### config.mk
export PLATFORM = sky130hd
export DESIGN_NAME = multi_digit_counter_display_flat
export DESIGN_NICKNAME = d
export VERILOG_FILES = /design/src/rtl/multi_digit_counter_display_if.sv /design/src/rtl/multi_digit_counter_display.sv /design/src/flat_wrapper.sv
export SDC_FILE = /design/constraint.sdc
export NUM_CORES = 1
export LEC_CHECK = 0
export BUFFER_PORTS_ARGS = -buffer_cell sky130_fd_sc_hd__buf_2
export CAP_MARGIN = 0
export CORE_MARGIN = 2
export CORE_UTILIZATION = 30
export DETAILED_ROUTE_END_ITERATION = 7
export MAX_ROUTING_LAYER = met4
export PLACE_DENSITY = 0.52
export SLEW_MARGIN = 15
export SYNTH_ARGS = -nofsm -noshare
export SYNTH_HDL_FRONTEND = slang
export SYNTH_SLANG_ARGS = --single-unit
### constraint.sdc
create_clock -name i_Clk -period 5.3 [get_ports i_Clk]
set_input_delay 0.265 -clock i_Clk [delete_from_list [all_inputs] [get_ports i_Clk]]
set_output_delay 0.265 -clock i_Clk [all_outputs]
set_load 0.02 [all_outputs]
### src/rtl/multi_digit_counter_display_if.sv
// Bundle of the strobe inputs and the count/segment outputs of multi_digit_counter_display.
// The width follows the digit count, so instantiate it with the same NUM_DIGITS as the counter.
interface multi_digit_counter_display_if #(
    parameter int NUM_DIGITS = 2
);
    logic                    i_Inc;
    logic                    i_Dec;
    logic                    i_Clr;
    logic [4*NUM_DIGITS-1:0] o_Count;
    logic [7*NUM_DIGITS-1:0] o_Segments;
    logic                    o_Limit;
    logic                    o_At_Zero;
    logic                    o_At_Max;

    modport master (
        output i_Inc, i_Dec, i_Clr,
        input  o_Count, o_Segments, o_Limit, o_At_Zero, o_At_Max
    );

    modport slave (
        input  i_Inc, i_Dec, i_Clr,
        output o_Count, o_Segments, o_Limit, o_At_Zero, o_At_Max
    );
endinterface

### src/rtl/multi_digit_counter_display.sv
// Multi-digit up/down counter driven by debounced button strobes, with a registered
// per-digit seven-segment decoder, optional leading-zero blanking and wrap/saturate limits.
module multi_digit_counter_display #(
    parameter int NUM_DIGITS     = 2,
    parameter int RADIX          = 16,
    parameter int WRAP           = 1,
    parameter int SEG_ACTIVE_LOW = 1,
    parameter int BLANK_LEADING  = 0
) (
    input  logic                          i_Clk,
    input  logic                          i_Rst_n,
    multi_digit_counter_display_if.slave  bus
);
    localparam int              CW        = 4 * NUM_DIGITS;
    localparam int              SW        = 7 * NUM_DIGITS;
    localparam logic [3:0]      DIGIT_MAX = 4'(RADIX - 1);
    localparam logic [CW-1:0]   COUNT_MAX = {NUM_DIGITS{DIGIT_MAX}};

    function automatic logic [6:0] glyph(input logic [3:0] value);
        logic [6:0] pattern;
        case (value)
            4'h0:    pattern = 7'b1111110;
            4'h1:    pattern = 7'b0110000;
            4'h2:    pattern = 7'b1101101;
            4'h3:    pattern = 7'b1111001;
            4'h4:    pattern = 7'b0110011;
            4'h5:    pattern = 7'b1011011;
            4'h6:    pattern = 7'b1011111;
            4'h7:    pattern = 7'b1110000;
            4'h8:    pattern = 7'b1111111;
            4'h9:    pattern = 7'b1111011;
            4'hA:    pattern = 7'b1110111;
            4'hB:    pattern = 7'b0011111;
            4'hC:    pattern = 7'b1001110;
            4'hD:    pattern = 7'b0111101;
            4'hE:    pattern = 7'b1001111;
            default: pattern = 7'b1000111;
        endcase
        return pattern;
    endfunction

    // Walk from the top digit down so "this and every higher digit is zero" accumulates.
    function automatic logic [SW-1:0] decode(input logic [CW-1:0] count);
        logic [SW-1:0] segs;
        logic          upperZero;
        segs      = '0;
        upperZero = 1'b1;
        for (int d = NUM_DIGITS - 1; d >= 0; d--) begin
            upperZero = upperZero && (count[4*d +: 4] == 4'd0);
            if ((BLANK_LEADING != 0) && (d > 0) && upperZero) begin
                segs[7*d +: 7] = 7'b0000000;
            end else begin
                segs[7*d +: 7] = glyph(count[4*d +: 4]);
            end
        end
        if (SEG_ACTIVE_LOW != 0) begin
            segs = ~segs;
        end
        return segs;
    endfunction

    function automatic logic [CW-1:0] stepUp(input logic [CW-1:0] count);
        logic [CW-1:0] result;
        logic          carry;
        result = count;
        carry  = 1'b1;
        for (int d = 0; d < NUM_DIGITS; d++) begin
            if (carry) begin
                if (count[4*d +: 4] == DIGIT_MAX) begin
                    result[4*d +: 4] = 4'd0;
                end else begin
                    result[4*d +: 4] = count[4*d +: 4] + 4'd1;
                    carry            = 1'b0;
                end
            end
        end
        return result;
    endfunction

    function automatic logic [CW-1:0] stepDown(input logic [CW-1:0] count);
        logic [CW-1:0] result;
        logic          borrow;
        result = count;
        borrow = 1'b1;
        for (int d = 0; d < NUM_DIGITS; d++) begin
            if (borrow) begin
                if (count[4*d +: 4] == 4'd0) begin
                    result[4*d +: 4] = DIGIT_MAX;
                end else begin
                    result[4*d +: 4] = count[4*d +: 4] - 4'd1;
                    borrow           = 1'b0;
                end
            end
        end
        return result;
    endfunction

    logic          r_IncPrev;
    logic          r_DecPrev;
    logic          r_ClrPrev;
    logic [CW-1:0] r_Count;
    logic          r_Limit;
    logic [SW-1:0] r_Segments;

    logic          w_IncEdge;
    logic          w_DecEdge;
    logic          w_ClrEdge;
    logic          w_AtZero;
    logic          w_AtMax;
    logic [CW-1:0] w_CountUp;
    logic [CW-1:0] w_CountDown;
    logic [CW-1:0] w_CountNext;
    logic          w_LimitNext;

    // History registers reset high so a button already held at reset release is ignored.
    always_ff @(posedge i_Clk or negedge i_Rst_n) begin
        if (!i_Rst_n) begin
            r_IncPrev <= 1'b1;
            r_DecPrev <= 1'b1;
            r_ClrPrev <= 1'b1;
        end else begin
            r_IncPrev <= bus.i_Inc;
            r_DecPrev <= bus.i_Dec;
            r_ClrPrev <= bus.i_Clr;
        end
    end

    assign w_IncEdge   = bus.i_Inc & ~r_IncPrev;
    assign w_DecEdge   = bus.i_Dec & ~r_DecPrev;
    assign w_ClrEdge   = bus.i_Clr & ~r_ClrPrev;
    assign w_AtZero    = (r_Count == '0);
    assign w_AtMax     = (r_Count == COUNT_MAX);
    assign w_CountUp   = stepUp(r_Count);
    assign w_CountDown = stepDown(r_Count);

    always_comb begin
        w_CountNext = r_Count;
        w_LimitNext = 1'b0;
        if (w_ClrEdge) begin
            w_CountNext = '0;
        end else if (w_IncEdge && !w_DecEdge) begin
            if (w_AtMax) begin
                w_LimitNext = 1'b1;
                w_CountNext = (WRAP != 0) ? '0 : COUNT_MAX;
            end else begin
                w_CountNext = w_CountUp;
            end
        end else if (w_DecEdge && !w_IncEdge) begin
            if (w_AtZero) begin
                w_LimitNext = 1'b1;
                w_CountNext = (WRAP != 0) ? COUNT_MAX : '0;
            end else begin
                w_CountNext = w_CountDown;
            end
        end
    end

    // Segments are decoded from the registered count, so they trail it by one cycle.
    always_ff @(posedge i_Clk or negedge i_Rst_n) begin
        if (!i_Rst_n) begin
            r_Count    <= '0;
            r_Limit    <= 1'b0;
            r_Segments <= decode('0);
        end else begin
            r_Count    <= w_CountNext;
            r_Limit    <= w_LimitNext;
            r_Segments <= decode(r_Count);
        end
    end

    assign bus.o_Count    = r_Count;
    assign bus.o_Segments = r_Segments;
    assign bus.o_Limit    = r_Limit;
    assign bus.o_At_Zero  = w_AtZero;
    assign bus.o_At_Max   = w_AtMax;
endmodule

### src/flat_wrapper.sv
// flat-port wrapper written by rule: the top's interface ports become plain ports
module multi_digit_counter_display_flat 
#(
    parameter int NUM_DIGITS     = 2,
    parameter int RADIX          = 16,
    parameter int WRAP           = 1,
    parameter int SEG_ACTIVE_LOW = 1,
    parameter int BLANK_LEADING  = 0
)
  (i_Clk, i_Rst_n, bus_i_Inc, bus_i_Dec, bus_i_Clr, bus_o_Count, bus_o_Segments, bus_o_Limit, bus_o_At_Zero, bus_o_At_Max);
  multi_digit_counter_display_if #(.NUM_DIGITS(NUM_DIGITS)) bus_i ();
  input  logic i_Clk;
  input  logic i_Rst_n;
  input wire logic [$bits(bus_i.i_Inc)-1:0] bus_i_Inc;
  input wire logic [$bits(bus_i.i_Dec)-1:0] bus_i_Dec;
  input wire logic [$bits(bus_i.i_Clr)-1:0] bus_i_Clr;
  output wire logic [$bits(bus_i.o_Count)-1:0] bus_o_Count;
  output wire logic [$bits(bus_i.o_Segments)-1:0] bus_o_Segments;
  output wire logic [$bits(bus_i.o_Limit)-1:0] bus_o_Limit;
  output wire logic [$bits(bus_i.o_At_Zero)-1:0] bus_o_At_Zero;
  output wire logic [$bits(bus_i.o_At_Max)-1:0] bus_o_At_Max;
  assign bus_i.i_Inc = bus_i_Inc;
  assign bus_i.i_Dec = bus_i_Dec;
  assign bus_i.i_Clr = bus_i_Clr;
  assign bus_o_Count = bus_i.o_Count;
  assign bus_o_Segments = bus_i.o_Segments;
  assign bus_o_Limit = bus_i.o_Limit;
  assign bus_o_At_Zero = bus_i.o_At_Zero;
  assign bus_o_At_Max = bus_i.o_At_Max;
  multi_digit_counter_display #(.NUM_DIGITS(NUM_DIGITS), .RADIX(RADIX), .WRAP(WRAP), .SEG_ACTIVE_LOW(SEG_ACTIVE_LOW), .BLANK_LEADING(BLANK_LEADING)) u_core (.i_Clk(i_Clk), .i_Rst_n(i_Rst_n), .bus(bus_i));
endmodule
==> results of run 1 <==
[cell usage after synthesis]
cell type / instances
a2111oi_2: 1
a211oi_1: 7
a21oi_1: 16
a221oi_1: 1
a311oi_1: 3
a31oi_1: 2
and2_1: 1
buf_1: 1
buf_2: 2
buf_6: 1
clkbuf_1: 5
clkbuf_4: 1
dfrtp_1: 21
dfstp_2: 5
ha_1: 12
inv_1: 7
mux2_2: 2
mux2i_1: 3
nand2_1: 16
nand2b_1: 2
nand3_1: 6
nand3_2: 1
nand3_4: 1
nand3b_1: 2
nor2_1: 8
nor2b_1: 7
nor3_1: 2
nor3b_4: 1
nor4_1: 1
o211ai_1: 2
o21a_1: 1
o21ai_0: 14
o21ai_1: 2
o21ai_2: 1
o21ai_4: 1
o21bai_1: 1
o311ai_0: 1
o31ai_1: 3
xnor2_1: 1
[metal layers]
metal | share of wire | up-vias | global-route usage
li1 | - | 638 | -
met1 | 0.50 | 575 | 0.1809
met2 | 0.44 | 32 | 0.1858
met3 | 0.046 | 2 | 0.02014
met4 | 0.0075 | 0 | 0.03455
met5 | 0 | - | -
[worst max-delay path: cells and delay by family, from the launching register on]
| kind | cells | cell delay (ps) |
|---|---|---|
| adder cells (fa/ha/maj) | 1 | 220 |
| buffers and inverters | 2 | 370 |
| flip-flops | 1 | 480 |
| AND/OR/NAND/NOR | 3 | 680 |
[how the worst min path moves through the flow]
stage	slack [ps]	end	startpoint
6_report	-30	u_core.bus.o_Limit	i_Rst_n
5_1_grt	30	u_core.bus.o_Limit	i_Rst_n
4_1_cts	10	u_core.bus.o_Limit	i_Rst_n
3_5_place_dp	320	u_core.bus.o_Count[2]	i_Rst_n
3_3_place_gp	320	u_core.bus.o_Count[0]	i_Rst_n
2_1_floorplan	-30	u_core.bus.o_Count[0]	i_Rst_n
[flip-flops by register name, indices dropped and copies added, names as in the netlist]
name and flops:
u_core.bus.o_Count 8, u_core.bus.o_Limit 1, u_core.bus.o_Segments 14, u_core.r_ClrPrev 1
u_core.r_DecPrev 1, u_core.r_IncPrev 1
[layout make-up]
cell class / instances / area, sq um
flip-flops and latches: 26 / 656.9
clock inverters: 1 / 30.03
multi-input cells: 122 / 833.3
clock buffers: 3 / 41.29
inverters: 7 / 26.28
fillers: 543 / 3254
well taps: 70 / 87.58
repair buffers: 29 / 145.1
[cells by family (layout without fill, tap and decap cells)]
group / count (synthesis) / after routing / share of synthesized area
xor gates and xnor gates: 1 / 1 / 0.005588
AOI/OAI and AO/OA: 56 / 56 / 0.2307
DFF: 26 / 26 / 0.4190
buffers and inverters: 17 / 40 / 0.04948
and+or+nand+nor: 48 / 48 / 0.1660
adders and majority gates: 12 / 12 / 0.09577
muxes: 5 / 5 / 0.03352
[where the power goes]
group / switching, mW / internal [mW]
clock network: 0.0674 / 0.101
logic: 0.240 / 0.153
registers: 0.0718 / 0.263
total: 0.379 / 0.517
==> results.md, run 1 <==
* Core region area at 0.005075 sq mm
* Yosys warnings at 0
* Max-slew violations at 0
* Synth area leaders: dfrtp_1, ha_1, dfstp_2
* I/O pin count at 30
* Crit-path cells: inv_1, ha_1, nor2b_1, nor2b_1, and2_1, buf_2
* RSZ-0062 raised after global routing: no
* Post-synthesis cell count at 165
* CTS resizes at 0
* Remaining antenna violation count at 0
* Cell area after synthesis at 0.001568 sq mm
* Most used cell, CP: nor2b_1
* GRT overflow at 0
* Reg clk slew, reported paths at 100 ps
* Post-layout util at 0.3587
* Detailed Route Iter0 Violations at 56
* Total GRT Usage at 0.1264
* Chip Width at 76.29 um
* Setup crit end kind: output port
* Yosys top cell area share at 0.3352
* Post-Syn Area per Cell at 9.502 sq um
* Depth of the most critical reg-to-reg path at 7
* CP startpoint: u_core.bus.o_Count[4]
* Clock Path Buffers at 2
* Pwr dens at 492.6 mW/mm^2
* Post-layout minimum cycle time at 2300 ps
* P&R area growth vs syn at 16.12%
* Failing checks: hold timing
* Pwr Total at 0.8968 mW
* Placed Instance Area at 0.001749 sq mm
* Reg2reg start: u_core.bus.o_Count[0]
* Final Setup Violations at 0
* Post-Layout Cell Count at 258
* Leakage at 0.7795 nW
* CP startpoint kind: flip-flop
* Hold WC Path Type: input port to async pin
* Post-synthesis cell type count at 39
* First-pass GRT wire length at 5913 um
* CTS tree: done
* Sequential fraction of the synthesis area at 0.4190
* Diodes inserted at 0
* Slew margin rel. at 0.4880
* Final Cell Area at 0.001821 sq mm
* Status: finished, violations left
* Share of layout cells above drive strength 1 at 0.2447
* Crit share post-route at 0.4340
* Post-Route Hold Slack at -25.47 ps
* Total Wirelength at 3335 um
* Clock sink count at 26
* Worst-Skew Late Latency at 270 ps
* Hold_buf cts at 0
* RR Endpoint: u_core.bus.o_Count[6]
* Most frequent cells in the layout: buf_2, dfrtp_1, nand2_1, a21oi_1, o21ai_0
* Worst-path fanout max at 8
* Total of max-cap violations at 0
* Max Clk Rate at 0.4348 GHz
* Detailed placer's ending HPWL at 2412 um
* Starting Density at 0.3089
* Site Rows at 26
* Maximum vdd drop at 0.1633 mV
* Register bit count reported by yosys at 26
* Post-Place Setup Slack at 3323 ps
* Synth area leader: dfrtp_1
* Final-stage net count at 206
* Root Driver: clkbuf_8
* RePlAce Congestion at 0.8708
* CP peak stage delay at 480 ps
* Setup TNS at 0 ps
* Worst Tran Pin Value at 766.4 ps
* Die height at 76.29 um
* Final hold vios at 21
* Commonest non-fill, non-tap cell in the layout: buf_2
* IO Port Bufs at 29
* Critical path class: flip-flop to output port
* Number of global-route vias before repair at 1,210
* CP required at 5040 ps
* Post-CTS setup buffers at 0
* H-tree Lvls at 1
* Cell count after placement at 254
* CTS Buf Count at 3
* Critical Path AT at 2040 ps
* Initial antenna violation count at 0
* Crit path to: bus_o_At_Zero
* Worst clock skew at 8.763 ps
* Reg2reg setup slack at 3310 ps
* Vias/cell at 4.833
* Vias at 1,247
* Die area at 0.005820 sq mm
* Drt first pass iters at 4
* Slowest library cell on the worst path: dfrtp_1
* Setup WS post-layout at 3000 ps
* DRC viols at 0
* Largest net degree at the start of global routing at 27
* Syn Nets at 182
* Wire per inst at 12.93 um
No activity file was read; power rests on OpenSTA's default activity.
==> inputs of run 2 (changes only) <==
--- a/config.mk
+++ b/config.mk
@@ -11,7 +11,7 @@
 export CORE_UTILIZATION = 30
 export DETAILED_ROUTE_END_ITERATION = 7
 export MAX_ROUTING_LAYER = met4
-export PLACE_DENSITY = 0.52
+export PLACE_DENSITY = 0.53
 export SLEW_MARGIN = 15
 export SYNTH_ARGS = -nofsm -noshare
 export SYNTH_HDL_FRONTEND = slang
==> constraint.sdc (replaced) <==
create_clock -name i_Clk -period 1.9 [get_ports i_Clk]
set_input_delay 0.095 -clock i_Clk [delete_from_list [all_inputs] [get_ports i_Clk]]
set_output_delay 0.095 -clock i_Clk [all_outputs]
set_load 0.02 [all_outputs]
==> results.md, run 2 (synthesis gave the netlist of run 1 again) <==
* Status: completed
* CP startpoint kind: flip-flop
* RR Endpoint: u_core.bus.o_Count[6]
* Top layer in use: met4
* Worst-Skew Late Latency at 280 ps (about the same)
* Final hold vios at 0 (-100%)
* Wire length on met3 at 128 um (-16%)
* Remaining antenna violation count at 0 (unchanged)
* Critical path class: flip-flop to output port
* Core region area at 0.005075 sq mm (unchanged)
* Chip Width at 76.29 um (unchanged)
* Final Setup Violations at 0 (unchanged)
* I/O pin count at 30 (unchanged)
* CP required at 1800 ps (-3240 ps)
* Total Wirelength at 3533 um (+5.9%)
* Final-stage net count at 225 (+9.2%)
* Initial antenna violation count at 0 (unchanged)
* Worst-path fanout max at 4 (-4)
* Clock sink count at 26 (unchanged)
* Die area at 0.005820 sq mm (unchanged)
* DRC viols at 0 (unchanged)
* Setup crit end kind: output port
* Root Driver: clkbuf_8
* Post-Layout Cell Count at 277 (+7.4%)
* RePlAce Congestion at 0.8237 (-5.4%)
* Cell count after placement at 269 (+5.9%)
* Clock Path Buffers at 2 (unchanged)
* Largest register FFs at 14 (unchanged)
* Pwr dens at 1342 mW/mm^2 (+170%)
* Vias at 1,309 (+5.0%)
* P&R area growth vs syn at 27.29%
* Slew margin rel. at 0.5996 (+0.1116)
* M1 WL at 1869 um (+12%)
* Clk network pwr share at 0.175 (-0.013)
* Number of global-route vias before repair at 1,245 (+2.9%)
* Worst clock skew at 9.763 ps (+1.000 ps)
* Detailed Route Iter0 Violations at 50 (-11%)
* Switching pwr at 1.093 mW (+190%)
* Post-layout minimum cycle time at 1765 ps
* Sw Ratio at 0.4083 (-0.01466)
* H-tree Lvls at 1 (unchanged)
* Max Clk Rate at 0.5665 GHz
* Total GRT Usage at 0.1298 (+0.003457)
* FILL cells at 526 (-3.1%)
* Drt first pass iters at 4 (unchanged)
* Reg clk slew, reported paths at 90 ps (about the same)
* GRT overflow at 0 (unchanged)
* Setup WS post-layout at 134.6 ps (-2865 ps)
* Hold WC Path Type: input port to async pin
* Crit share post-route at 0.9291
* Post-CTS setup buffers at 0 (unchanged)
* Total of max-cap violations at 0 (unchanged)
* Setup TNS at 0 ps (unchanged)
* Cell Int Power at 1.584 mW (+210%)
* Starting Density at 0.3089 (unchanged)
* Depth of the most critical reg-to-reg path at 7 (unchanged)
* CTS tree: done
* Diodes inserted at 0 (unchanged)
* First-pass GRT wire length at 6113 um (+3.4%)
* Logic gate share of total power at 0.519 (+0.080)
* Reg2reg start: u_core.bus.o_Count[0]
* IO Port Bufs at 29 (unchanged)
* Leakage at 0.8818 nW (+13%)
* Critical Path AT at 1670 ps (-370 ps)
* CTS Buf Count at 3 (unchanged)
* Worst Tran Pin Value at 600.5 ps (-165.9 ps)
* Wire per inst at 12.75 um (-1.3%)
* Met2 routed WL at 1504 um (+1.5%)
* CP startpoint: u_core.bus.o_Count[0]
* Power share of the sequential group at 0.307 (-0.066)
* Site Rows at 26 (unchanged)
* RSZ-0062 raised after global routing: no
* Die height at 76.29 um (unchanged)
* Post-Place Setup Slack at 167.5 ps (-3156 ps)
* Largest net degree at the start of global routing at 27 (unchanged)
* Vias/cell at 4.726 (-2.2%)
* Share of layout cells above drive strength 1 at 0.3092 (+0.06450)
* Maximum vdd drop at 0.3628 mV (+120%)
* Max-slew violations at 0 (unchanged)
* Reg2reg setup slack at 160 ps (-3150 ps)
* Most frequent cells in the layout: buf_2, dfrtp_1, nand2_1, a21oi_1, buf_4
* Commonest non-fill, non-tap cell in the layout: buf_2
* Detailed placer's ending HPWL at 2532 um (+5.0%)
run 2: how the worst max path moves through the flow:
stage | end | cells past startpoint
floorplan | u_core.bus.o_Count[6] | 7
global placement | u_core.bus.o_Count[6] | 7
detailed placement | u_core.bus.o_Count[6] | 7
CTS | bus_o_At_Zero | 7
global route | u_core.bus.o_Count[6] | 7
finish | bus_o_At_Zero | 6
run 2: layer usage:
layer,GRT usage,up-vias
met1,0.1936,597
met5,-,-
met3,0.01659,2
met4,0.04000,0
met2,0.1823,35
li1,-,675
run 2: per-stage QoR:
| stage | power (mW) | hold slack (ps) | instance area (sq um) | utilization |
|---|---|---|---|---|
| floorplan | 1.732 | -200.6 | 1568 | - |
| global placement | 2.183 | 151.1 | 1862 | 0.3669 |
| detailed placement | 2.178 | 151.5 | 1862 | 0.3669 |
| CTS | 2.660 | 381.8 | 1973 | 0.3888 |
| global route | 2.896 | 399.6 | 1996 | 0.3932 |
| finish | 2.678 | 349.6 | 1996 | 0.3932 |
run 2: timing repair:
action | CTS | global route
endpoints found under the hold margin | 24 | 0
hold buffers | 4 | 0
setup endpoints to repair | 0 | 1
resized for setup | 0 | 6
run 2: worst max-delay path: stages (launching register included):
cell and delay (ps):
dfrtp_1 380, inv_1 120, ha_1 230, nor3b_4 230, buf_4 160, and2_1 140
buf_4 140
run 2: layout make-up:
type                    instances  area (sq um)  share of cell area
well taps                      70         87.58             0.04389
multi-input cells             122         853.3              0.4276
clock buffers                   3         41.29             0.02069
flip-flops and latches         26         656.9              0.3292
inverters                       7         26.28             0.01317
clock inverters                 1         30.03             0.01505
repair buffers                 48         300.3              0.1505
run 2: power groups by stage:
| stage | clock (mW) | sequential (mW) | combinational [mW] |
|---|---|---|---|
| after detailed placement | 0 | 0.831 | 1.35 |
| after global placement | 0 | 0.828 | 1.35 |
| final | 0.468 | 0.821 | 1.39 |
| after global routing | 0.513 | 0.847 | 1.54 |
| after CTS | 0.481 | 0.820 | 1.36 |
| after floorplan | 0 | 1.07 | 0.666 |
==> inputs of run 3 (changes only) <==
--- a/config.mk
+++ b/config.mk
@@ -5,6 +5,7 @@
 export SDC_FILE = /design/constraint.sdc
 export NUM_CORES = 1
 export LEC_CHECK = 0
+export ABC_AREA = 1
 export BUFFER_PORTS_ARGS = -buffer_cell sky130_fd_sc_hd__buf_2
 export CAP_MARGIN = 0
 export CORE_MARGIN = 2
@@ -12,6 +13,7 @@
 export DETAILED_ROUTE_END_ITERATION = 7
 export MAX_ROUTING_LAYER = met4
 export PLACE_DENSITY = 0.53
+export REMOVE_ABC_BUFFERS = 1
 export SLEW_MARGIN = 15
 export SYNTH_ARGS = -nofsm -noshare
 export SYNTH_HDL_FRONTEND = slang
==> results.md, run 3 <==
* GRT overflow at 0 (unchanged)
* Largest register FFs at 14 (unchanged)
* H-tree Lvls at 1 (unchanged)
* Most used DFF post-synth: dfrtp_1
* Crit-path cells: inv_1, ha_1, nand3_4, or2_1, inv_2, buf_2
* Commonest non-fill, non-tap cell in the layout: nand2_1
* EDFF count, synth at 0 (unchanged)
* CP required at 1800 ps (about the same)
* Critical Path AT at 1690 ps (+20 ps)
* Hold WC Path Type: input port to async pin
* Vias/cell at 4.630 (-2.0%)
* Yosys warnings at 0 (unchanged)
* Top-count cell post-synth: nand2_1
* Post-Syn Area per Cell at 8.337 sq um (-12%)
* Setup TNS at 0 ps (unchanged)
* Detailed placer's ending HPWL at 2637 um (+4.2%)
* Die area at 0.006141 sq mm (+5.5%)
* Most frequent cells in the layout: nand2_1, buf_2, dfrtp_1
* Root Driver: clkbuf_8
* Leakage at 1.029 nW (+17%)
* DRC viols at 0 (unchanged)
* Pwr dens at 1491 mW/mm^2 (+11%)
* Worst-Skew Late Latency at 270 ps (about the same)
* Total of max-cap violations at 0 (unchanged)
* P&R area growth vs syn at 18.55%
* Core region area at 0.005439 sq mm (+7.2%)
* Initial antenna violation count at 0 (unchanged)
* Pwr Total at 2.932 mW (+9.5%)
* Site Rows at 27 (+3.8%)
* Wire per inst at 11.56 um (-9.3%)
* Final Setup Violations at 0 (unchanged)
* Status: completed
* Final-stage net count at 251 (+12%)
* Max Clk Rate at 0.5590 GHz (-1.3%)
* Worst Tran Pin Value at 606.7 ps (+6.192 ps)
* Worst clock skew at 4.620 ps (-5.144 ps)
* Slowest library cell on the worst path: dfrtp_1
* CP peak stage delay at 450 ps (+70 ps)
* CTS Buf Count at 3 (unchanged)
* Setup crit end kind: output port
* Setup WS post-layout at 111.0 ps (-23.60 ps)
* Worst-path fanout max at 6 (+2)
* CP startpoint kind: flip-flop
* Starting Density at 0.3050 (-0.003887)
* Reg clk slew, reported paths at 90 ps (about the same)
* Post-CTS setup buffers at 0 (unchanged)
* Drt first pass iters at 4 (unchanged)
* Total Wirelength at 3527 um (-0.17%)
* Synth top cells by count: nand2_1, dfrtp_1, o21ai_0
* Largest net degree at the start of global routing at 27 (unchanged)
* Cell area after synthesis at 0.001659 sq mm (+5.8%)
* Share of layout cells above drive strength 1 at 0.3176 (+0.008418)
* Detailed Route Iter0 Violations at 60 (+20%)
* I/O pin count at 30 (unchanged)
* Maximum vdd drop at 0.4085 mV (+13%)
* Async SR Flop Fraction at 1.000 (unchanged)
* IO Port Bufs at 29 (unchanged)
* Yosys top cell area share at 0.3167 (-0.01845)
* Max-slew violations at 0 (unchanged)
* Crit share post-route at 0.9416 (+0.01242)
* Post-Place Setup Slack at 308.2 ps (+140.7 ps)
* RePlAce Congestion at 0.8449 (+2.6%)
* Vias at 1,412 (+7.9%)
* Remaining antenna violation count at 0 (unchanged)
* Register bit count reported by yosys at 26 (unchanged)
* Total GRT Usage at 0.1268 (-0.003059)
* Synth area leaders: dfrtp_1, nand2_1, ha_1
* Number of global-route vias before repair at 1,276 (+2.5%)
* Sequential fraction of the synthesis area at 0.3959 (-0.02307)
* Post-synthesis cell type count at 37 (-5.1%)
* First-pass GRT wire length at 6113 um (unchanged)
* Chip Width at 78.37 um (+2.7%)
* Post-synthesis cell count at 199 (+21%)
* Final hold vios at 0 (unchanged)
* Clock sink count at 26 (unchanged)
* RSZ-0062 raised after global routing: no
* Diodes inserted at 0 (unchanged)
* Slew margin rel. at 0.5955 (-0.004128)
* Die height at 78.37 um (+2.7%)
* Critical path class: flip-flop to output port
* Clock Path Buffers at 2 (unchanged)
* Synth area leader: dfrtp_1
* Post-layout minimum cycle time at 1789 ps (+23.60 ps)
* CTS tree: done
## run 3: repair_timing
item,4_1_cts,5_1_grt
resized for setup,1,5
setup endpoints to repair,1,1
gates cloned,0,0
hold endpoints to repair,24,0
pin swaps,0,0
hold buffers,4,0
## run 3: area by class of cell
class                   instances  area (sq um)
fillers                       569          3472
well taps                      72         90.09
inverters                      24         93.84
multi-input cells             145         875.8
clock buffers                   4         55.05
repair buffers                 34         192.7
flip-flops and latches         26         659.4
## run 3: power by group
group | internal [mW] | leakage, nW | switching [mW]
Combinational | 0.561 | 0.684 | 1.04
Sequential | 0.780 | 0.316 | 0.190
Clock | 0.185 | 0.0288 | 0.181
Total | 1.53 | 1.03 | 1.41
## run 3: per-stage QoR
step	hold slack [ps]	instance area, sq um	utilization	std cells
after floorplan	-200.6	1624	-	195
after global placement	149.3	1867	0.3432	297
after detailed placement	151.4	1867	0.3432	297
after CTS	378.6	1962	0.3607	305
after global routing	417.0	1967	0.3616	305
final	361.8	1967	0.3616	305
## run 3: worst paths after layout
| path | start | slack, ps | depth (start not counted) | end |
|---|---|---|---|---|
| max in group asynchronous | i_Rst_n | 1110 | 2 | u_core.bus.o_Count[4] |
| hold reg to reg | u_core.bus.o_Count[5] | 590 | 2 | u_core.bus.o_Count[5] |
| setup reg to reg | u_core.bus.o_Count[0] | 380 | 6 | u_core.bus.o_Count[2] |
| setup / recovery | u_core.bus.o_Count[1] | 110 | 6 | bus_o_At_Zero |
| hold / removal | i_Rst_n | 360 | 2 | u_core.bus.o_Segments[12] |
| min in group i_Clk | bus_i_Inc | 490 | 2 | u_core.r_IncPrev |
## run 3: kinds of logic after synthesis
family	after synthesis	share of synthesized area
buffers and inverters	28	0.07768
flip-flops	26	0.3959
adder cells (fa/ha/maj)	12	0.09050
AND/OR/NAND/NOR	102	0.3092
XOR/XNOR	1	0.005280
AO/OA/AOI/OAI	30	0.1214
## run 3: metal layers
layer / up-vias / track usage / wire [um] / part of all wire
li1: 722 / - / - / -
met1: 656 / 0.1799 / 1832 / 0.52
met2: 29 / 0.1862 / 1511 / 0.43
met3: 5 / 0.01839 / 119 / 0.034
met4: 0 / 0.04211 / 63 / 0.018
met5: - / - / 0 / 0
## run 3: worst max-delay path: cells and delay by family (launching register included)
family                   cells  cell delay, ps
adder cells (fa/ha/maj)      1             230
AND/OR/NAND/NOR              2             360
flip-flops                   1             450
buffers and inverters        3             390
